[config.mk]
export PLATFORM = sky130hd
export DESIGN_NAME = periph_interconnect
export DESIGN_NICKNAME = d
export VERILOG_FILES = /design/src/rtl/periph_interconnect.sv
export SDC_FILE = /design/constraint.sdc
export NUM_CORES = 1
export LEC_CHECK = 0
export BUFFER_PORTS_ARGS = -buffer_cell sky130_fd_sc_hd__buf_4
export CAP_MARGIN = 25
export CORE_UTILIZATION = 41
export DETAILED_ROUTE_END_ITERATION = 10
export GPL_TIMING_DRIVEN = 0
export PLACE_DENSITY = 0.77
export SLEW_MARGIN = 5
export SYNTH_ARGS = -nofsm -noshare
export SYNTH_HDL_FRONTEND = slang
export SYNTH_SLANG_ARGS = --single-unit
[constraint.sdc]
create_clock -name clk_i -period 3.5 [get_ports clk_i]
set_clock_uncertainty 0.2 [all_clocks]
set_input_delay 0.7 -clock clk_i [delete_from_list [all_inputs] [get_ports clk_i]]
set_output_delay 0.7 -clock clk_i [all_outputs]
set_load 0.03 [all_outputs]
[src/rtl/periph_interconnect.sv]
// Routes one load/store at a time from the LSU to data RAM or a peripheral slot.
// Handshake per slave: registered response, hung-slave timeout, unmapped-address error.
module periph_interconnect #(
  parameter int unsigned N_SLAVES      = 4,
  parameter int unsigned RAM_SIZE      = 256,
  parameter logic [31:0] PERIPH_BASE   = 32'h8000_0000,
  parameter logic [31:0] PERIPH_STRIDE = 32'h0000_0100,
  parameter int unsigned TIMEOUT       = 16
) (
  input  logic                     clk_i,
  input  logic                     rst_i,
  input  logic                     req_i,
  input  logic                     we_i,
  input  logic [31:0]              addr_i,
  input  logic [31:0]              wdata_i,
  input  logic [3:0]               be_i,
  output logic                     stall_o,
  output logic                     rvalid_o,
  output logic [31:0]              rdata_o,
  output logic                     err_o,
  output logic [N_SLAVES-1:0]      req_o,
  output logic                     we_o,
  output logic [31:0]              addr_o,
  output logic [31:0]              wdata_o,
  output logic [3:0]               be_o,
  input  logic [N_SLAVES-1:0]      ack_i,
  input  logic [32*N_SLAVES-1:0]   rdata_i
);

  // state | meaning
  // IDLE  | waiting for a master request
  // REQ   | one-cycle request strobe to the selected slave
  // WAIT  | slave has not acked yet; timeout counter running
  // RESP  | one-cycle response pulse to the master
  typedef enum logic [1:0] {IDLE, REQ, WAIT, RESP} state_t;

  localparam int SW = (N_SLAVES > 1) ? $clog2(N_SLAVES) : 1;
  localparam int CW = $clog2(TIMEOUT);

  state_t              r_state;
  logic [SW-1:0]       r_sel;
  logic                r_we;
  logic [31:0]         r_addr;
  logic [31:0]         r_wdata;
  logic [3:0]          r_be;
  logic [CW-1:0]       r_cnt;
  logic [N_SLAVES-1:0] r_req;
  logic                r_rvalid;
  logic [31:0]         r_rdata;
  logic                r_err;

  logic                w_hit;
  logic [SW-1:0]       w_sel;
  logic [31:0]         w_off;
  logic [31:0]         w_delta;
  logic [N_SLAVES-1:0] w_onehot;
  logic                w_ack;
  logic [31:0]         w_slave_rdata;

  // Descending scan so the lowest matching index overrides; RAM is checked last.
  always_comb begin
    w_hit   = 1'b0;
    w_sel   = '0;
    w_off   = '0;
    w_delta = '0;
    for (int k = N_SLAVES - 1; k >= 1; k--) begin
      w_delta = addr_i - PERIPH_BASE - (PERIPH_STRIDE * 32'(k - 1));
      if (w_delta < PERIPH_STRIDE) begin
        w_hit = 1'b1;
        w_sel = SW'(k);
        w_off = w_delta;
      end
    end
    if (addr_i < 32'(RAM_SIZE)) begin
      w_hit = 1'b1;
      w_sel = '0;
      w_off = addr_i;
    end
  end

  always_comb begin
    w_onehot        = '0;
    w_onehot[w_sel] = 1'b1;
  end

  assign w_ack         = ack_i[r_sel];
  assign w_slave_rdata = rdata_i[{r_sel, 5'b0} +: 32];

  always_ff @(posedge clk_i) begin
    if (rst_i) begin
      r_state  <= IDLE;
      r_sel    <= '0;
      r_we     <= 1'b0;
      r_addr   <= '0;
      r_wdata  <= '0;
      r_be     <= '0;
      r_cnt    <= '0;
      r_req    <= '0;
      r_rvalid <= 1'b0;
      r_rdata  <= '0;
      r_err    <= 1'b0;
    end else begin
      r_req    <= '0;
      r_rvalid <= 1'b0;
      case (r_state)
        IDLE: begin
          if (req_i) begin
            if (w_hit) begin
              r_sel   <= w_sel;
              r_we    <= we_i;
              r_addr  <= w_off;
              r_wdata <= wdata_i;
              r_be    <= be_i;
              r_cnt   <= '0;
              r_req   <= w_onehot;
              r_state <= REQ;
            end else begin
              r_rvalid <= 1'b1;
              r_rdata  <= '0;
              r_err    <= 1'b1;
              r_state  <= RESP;
            end
          end
        end
        REQ, WAIT: begin
          // An ack in the final counted cycle still beats the timeout.
          if (w_ack) begin
            r_rvalid <= 1'b1;
            r_rdata  <= r_we ? 32'h0 : w_slave_rdata;
            r_err    <= 1'b0;
            r_state  <= RESP;
          end else if (r_cnt == CW'(TIMEOUT - 1)) begin
            r_rvalid <= 1'b1;
            r_rdata  <= '0;
            r_err    <= 1'b1;
            r_state  <= RESP;
          end else begin
            r_cnt   <= r_cnt + 1'b1;
            r_state <= WAIT;
          end
        end
        RESP: begin
          r_rdata <= '0;
          r_err   <= 1'b0;
          r_state <= IDLE;
        end
        default: r_state <= IDLE;
      endcase
    end
  end

  assign stall_o  = (r_state != IDLE);
  assign rvalid_o = r_rvalid;
  assign rdata_o  = r_rdata;
  assign err_o    = r_err;
  assign req_o    = r_req;
  assign we_o     = r_we;
  assign addr_o   = r_addr;
  assign wdata_o  = r_wdata;
  assign be_o     = r_be;

endmodule

==> impl_summary.md <==
Status
The flow ran to the end, and the final reports show no timing, DRC or antenna violations.

Clock network
In this run, CTS created clock tree buffers numbering 17. The clock-pin slew reported for the worst setup and hold paths after clock tree synthesis is 0.06 ns. The H-tree level count is 4. The cell sitting at the root of the clock tree is a sky130_fd_sc_hd__clkbuf_16.

The clock tree buffer depth is 2. The clock latency of the later-clocked register in the worst-skew pair is 0.41 ns. After clock tree synthesis, the flow added hold-fix buffers numbering 0. The CTS sink count is 115. The CTS tree is yes.

Power
The total power density per cell area is 458 nW/µm². Combinational logic is responsible for 22.1% of the overall power. The register share of total power is 34.3%. The switching share of total power is 28.0%. IR analysis of the VDD net gives a maximum drop of 0.357 mV. The net switching power of the design is 1.17 mW.

The share of power burned in the clock network is 43.5%. The leakage power of the design is 4.30 nW. The internal cell power is 3.00 mW.

Layout
The finished cells cover 9110 µm². The layout has 1091 filler cells. For this run, the post-layout net count is 1097. Leaving out filler cells and counting taps, the final layout contains 1074. The count of inserted antenna diode cells is 0. The layout-stage area growth over the synthesis result is 59.4%. The fraction of final layout cells with drive strength greater than 1 is 47.3%.

Timing
Derived from the worst setup path, the maximum achievable clock frequency is 293 MHz. The time the worst path needs with I/O delays and setup is 3.42 ns. Measured against its own limit, the worst slew margin works out to 44.3%. The summed negative setup slack over all endpoints is 0 ns. For the pin with the worst max-slew slack, the measured transition is 0.836 ns. Setup violations remaining at the end of the flow were counted as 0.

The final hold violation count came to 0. The final critical-path share of the clock period is 97.6%. The final count of pins violating max slew is 0.

Route
For this run, design rule violations remaining after detail routing come to 0. The count of antenna-violating nets left after detailed routing is 0. The final route contains 5821 vias. After detailed routing, the total wire length is 19.7 mm. The number of vias per cell is 5.42. The first detailed-routing pass took 6 iterations. The number of DRC markers in iteration 0 is 327. The routed length per instance is 18.3 µm.

Synth
Sequential cells were found to cover 40.3% of the synthesized design area. Of the total synthesized cell area, the portion taken by AND, OR, NAND and NOR gates is 19.9%. After synthesis, the netlist uses 59 different library cells. Among all flip-flop cells after synthesis, the most frequent one is sky130_fd_sc_hd__dfxtp_1. The mean instance size in the synthesized netlist is 10.3 µm².

The synthesized netlist devotes 1.07% of its cell area to XOR and XNOR gates. The cell area that synthesis handed to floorplanning was 5710 µm². Of the total synthesized cell area, the portion taken by full adders, half adders and majority gates is 1.75%.

The net count after synthesis is 768. The fraction of the mapped netlist area in compound gates is 11.5%. The number of enable flip-flop cells after synthesis is 0.

The Yosys warning count is 0. After synthesis, the largest family of logic cells by area is multiplexers. The async set-reset flop share out of synthesis is 0%. The share of cell area taken by muxes after synthesis is 21.2%. The number of standard cells after synthesis is 556. The post-synthesis register bit count is 115.

GRT
Entering global routing, the biggest net connects 17 pins. The number of global-route vias before repair is 5694. The wire length of the first global-routing pass is 30.1 mm.

The overall overflow remaining after global route is 0. The aggregate global-route resource usage is 27.3%. The initial antenna violation count was 0.

Placed design
Once placement finished, the instance area stood at 8270 µm². The total of buffers placed on input and output ports is 306. Routability-driven placement finished with a final weighted congestion of 0.929. The number of placed instances, taps included is 1038. The detailed placer's ending HPWL is 15.2 mm.

Floorplanning
The die covers 14400 µm². 312 I/O pins were placed. The area inside the core boundary is 13400 µm². The number of placement rows is 42.

The floorplan step set the die height to 120 µm. The initial utilization of the core area, before any placement, comes to 42.6%. Measured along the x axis, the die boundary spans 120 µm.

Critical path
The reg-to-reg endpoint is rdata_o[18]$_SDFFE_PP0P_. The setup path with the least slack is of type input port to flop. The worst reg-to-reg path cell count is 7.

The endpoint kind of the worst setup timing path is a flop. STA puts the critical path data arrival time at 3.51 ns. In this run the critical register-to-register path is launched from r_sel[0]$_SDFFE_PP0P_. The kind of start point of the critical path is an input port. The reg2reg setup slack is 0.90 ns. The required time at the worst-slack endpoint is 3.60 ns. Along the worst path, the maximum fanout reaches 10.

Min path
For hold timing, the worst endpoint is addr_o[18]$_SDFFE_PP0P_. The hold path startpoint is addr_o[18]$_SDFFE_PP0P_. Counting instances, the worst hold path has a depth of 1.

The worst min-delay path class is flop to flop.

Job
Across the run, the number of max-cap violations was 0.
critical path, stage by stage:
cell and delay, ns:
sky130_fd_sc_hd__buf_4 0.12, sky130_fd_sc_hd__clkbuf_4 0.18, sky130_fd_sc_hd__or4_4 0.57, sky130_fd_sc_hd__o31ai_4 0.20, sky130_fd_sc_hd__nor4bb_4 0.24, sky130_fd_sc_hd__o2111ai_2 0.20
sky130_fd_sc_hd__o41ai_4 0.35, sky130_fd_sc_hd__buf_4 0.19, sky130_fd_sc_hd__o31ai_4 0.10, sky130_fd_sc_hd__and3_1 0.18, sky130_fd_sc_hd__buf_6 0.13, sky130_fd_sc_hd__buf_6 0.14
sky130_fd_sc_hd__a22o_1 0.20
placed cells by master, fill, tap and decap left out, types with 9 or more instances in the layout:
master                        n
sky130_fd_sc_hd__dfxtp_1    115
sky130_fd_sc_hd__mux2i_1     47
sky130_fd_sc_hd__a21oi_1      9
sky130_fd_sc_hd__nor3_1      12
sky130_fd_sc_hd__mux4_2      33
sky130_fd_sc_hd__nor4_1      11
sky130_fd_sc_hd__and2_1      23
sky130_fd_sc_hd__buf_6        9
sky130_fd_sc_hd__nand2_1     24
sky130_fd_sc_hd__nand4_1     11
sky130_fd_sc_hd__buf_4      315
sky130_fd_sc_hd__inv_1       14
sky130_fd_sc_hd__clkbuf_1    17
sky130_fd_sc_hd__nor2_1      69
sky130_fd_sc_hd__clkbuf_16   17
sky130_fd_sc_hd__a22o_1      33
flip-flops by register name, summed over array words and instances, names as in the netlist:
name / count
err_o: 1
we_o: 1
r_sel: 2
addr_o: 32
wdata_o: 32
r_state: 2
r_cnt: 4
rdata_o: 32
rvalid_o: 1
req_o: 4
be_o: 4
through the flow:
stage / setup WS (ns) / util (%) / hold WS, ns / total power, mW
final: 0.0836 / 68.0 / 0.258 / 4.17
after global routing: -0.0439 / 68.0 / 0.272 / 4.34
after CTS: -0.0297 / 66.9 / 0.262 / 4.17
after detailed placement: -0.616 / 61.7 / 0.245 / 2.34
after global placement: -0.607 / 61.7 / 0.244 / 2.33
after floorplan: -0.0247 / - / 0.273 / 1.93
worst max path at each step:
stage,end,depth (start not counted),slack (ns),from
5_1_grt,rdata_o[1]$_SDFFE_PP0P_,13,-0.04,addr_i[14]
3_3_place_gp,rdata_o[7]$_SDFFE_PP0P_,12,-0.61,addr_i[9]
4_1_cts,be_o[1]$_SDFFE_PP0P_,13,-0.03,addr_i[14]
3_5_place_dp,rdata_o[6]$_SDFFE_PP0P_,12,-0.62,addr_i[9]
2_1_floorplan,rdata_o[10]$_SDFFE_PP0P_,11,-0.02,addr_i[11]
6_report,rdata_o[18]$_SDFFE_PP0P_,13,0.08,addr_i[14]
power by group through the flow:
| stage | clock (mW) | sequential [mW] | combinational (mW) |
|---|---|---|---|
| 6_report | 1.82 | 1.43 | 0.924 |
| 5_1_grt | 1.92 | 1.44 | 0.985 |
| 3_3_place_gp | 0 | 1.46 | 0.870 |
| 3_5_place_dp | 0 | 1.46 | 0.878 |
| 4_1_cts | 1.84 | 1.43 | 0.896 |
| 2_1_floorplan | 0 | 1.57 | 0.361 |
cells in the mapped netlist (2+ instances only):
library cell                instances  area (µm²)
sky130_fd_sc_hd__nor3b_1            2        15.0
sky130_fd_sc_hd__o2bb2ai_1          2        17.5
sky130_fd_sc_hd__a21oi_1            9        45.0
sky130_fd_sc_hd__a31oi_1            3        18.8
sky130_fd_sc_hd__nor4bb_1           2        20.0
sky130_fd_sc_hd__and2_1            23         144
sky130_fd_sc_hd__nand2b_1           7        43.8
sky130_fd_sc_hd__or3_1              6        37.5
sky130_fd_sc_hd__nand4_1           11        68.8
sky130_fd_sc_hd__o31a_1             2        17.5
sky130_fd_sc_hd__nor4b_1            3        26.3
sky130_fd_sc_hd__buf_6              3        33.8
sky130_fd_sc_hd__and4_1             2        17.5
sky130_fd_sc_hd__nor4_1            11        68.8
sky130_fd_sc_hd__inv_1             16        60.1
sky130_fd_sc_hd__or4_1              6        45.0
sky130_fd_sc_hd__mux4_2            33         743
sky130_fd_sc_hd__dfxtp_1          115        2300
sky130_fd_sc_hd__o21ai_0            4        20.0
sky130_fd_sc_hd__clkbuf_1          23        86.3
sky130_fd_sc_hd__nand2_1           24        90.1
sky130_fd_sc_hd__a211oi_1           4        30.0
sky130_fd_sc_hd__nand3b_1           3        22.5
sky130_fd_sc_hd__xnor2_1            6        52.6
sky130_fd_sc_hd__nor3_1            13        65.1
sky130_fd_sc_hd__o2111ai_1          4        35.0
sky130_fd_sc_hd__nor2_1            69         259
sky130_fd_sc_hd__nor2b_1            6        37.5
sky130_fd_sc_hd__or2_2              4        25.0
sky130_fd_sc_hd__a22o_1            33         289
sky130_fd_sc_hd__o31ai_1            4        30.0
sky130_fd_sc_hd__mux2i_1           47         470
sky130_fd_sc_hd__buf_2             12        60.1
sky130_fd_sc_hd__nand3_1            7        35.0
sky130_fd_sc_hd__ha_1               8         100
sky130_fd_sc_hd__and3_1             4        25.0
sky130_fd_sc_hd__a311o_1            2        20.0
sky130_fd_sc_hd__o311a_1            2        20.0
routing by layer:
metal	vias up	wire, µm	global-route usage, %
li1	2729	-	-
met1	2790	7410	30.5
met2	254	10100	47.6
met3	48	1340	6.94
met4	0	850	14.2
met5	-	0	0
repair_timing:
item | in CTS | in global routing
setup endpoints to repair | 101 | 107
resized for setup | 16 | 27
pin swaps | 0 | 5
setup buffers | 1 | 4
gates cloned | 0 | 0
area by class of cell:
class | instances | area, µm² | share of cell area (%)
Clock buffer | 21 | 480 | 5.28
Buffer | 37 | 243 | 2.67
Inverter | 16 | 63.8 | 0.701
Sequential cell | 115 | 2300 | 25.3
Tap cell | 176 | 220 | 2.42
Multi-Input combinational cell | 387 | 3310 | 36.4
Clock inverter | 11 | 149 | 1.63
Timing Repair Buffer | 311 | 2330 | 25.6
cells by family after synthesis:
group / Yosys count
flip-flops: 115
XOR/XNOR: 7
multiplexers: 80
AND/OR/NAND/NOR: 211
AO/OA/AOI/OAI: 81
buffers and inverters: 54
adder cells (fa/ha/maj): 8
Note: power is estimated with default switching activity, not from simulation.
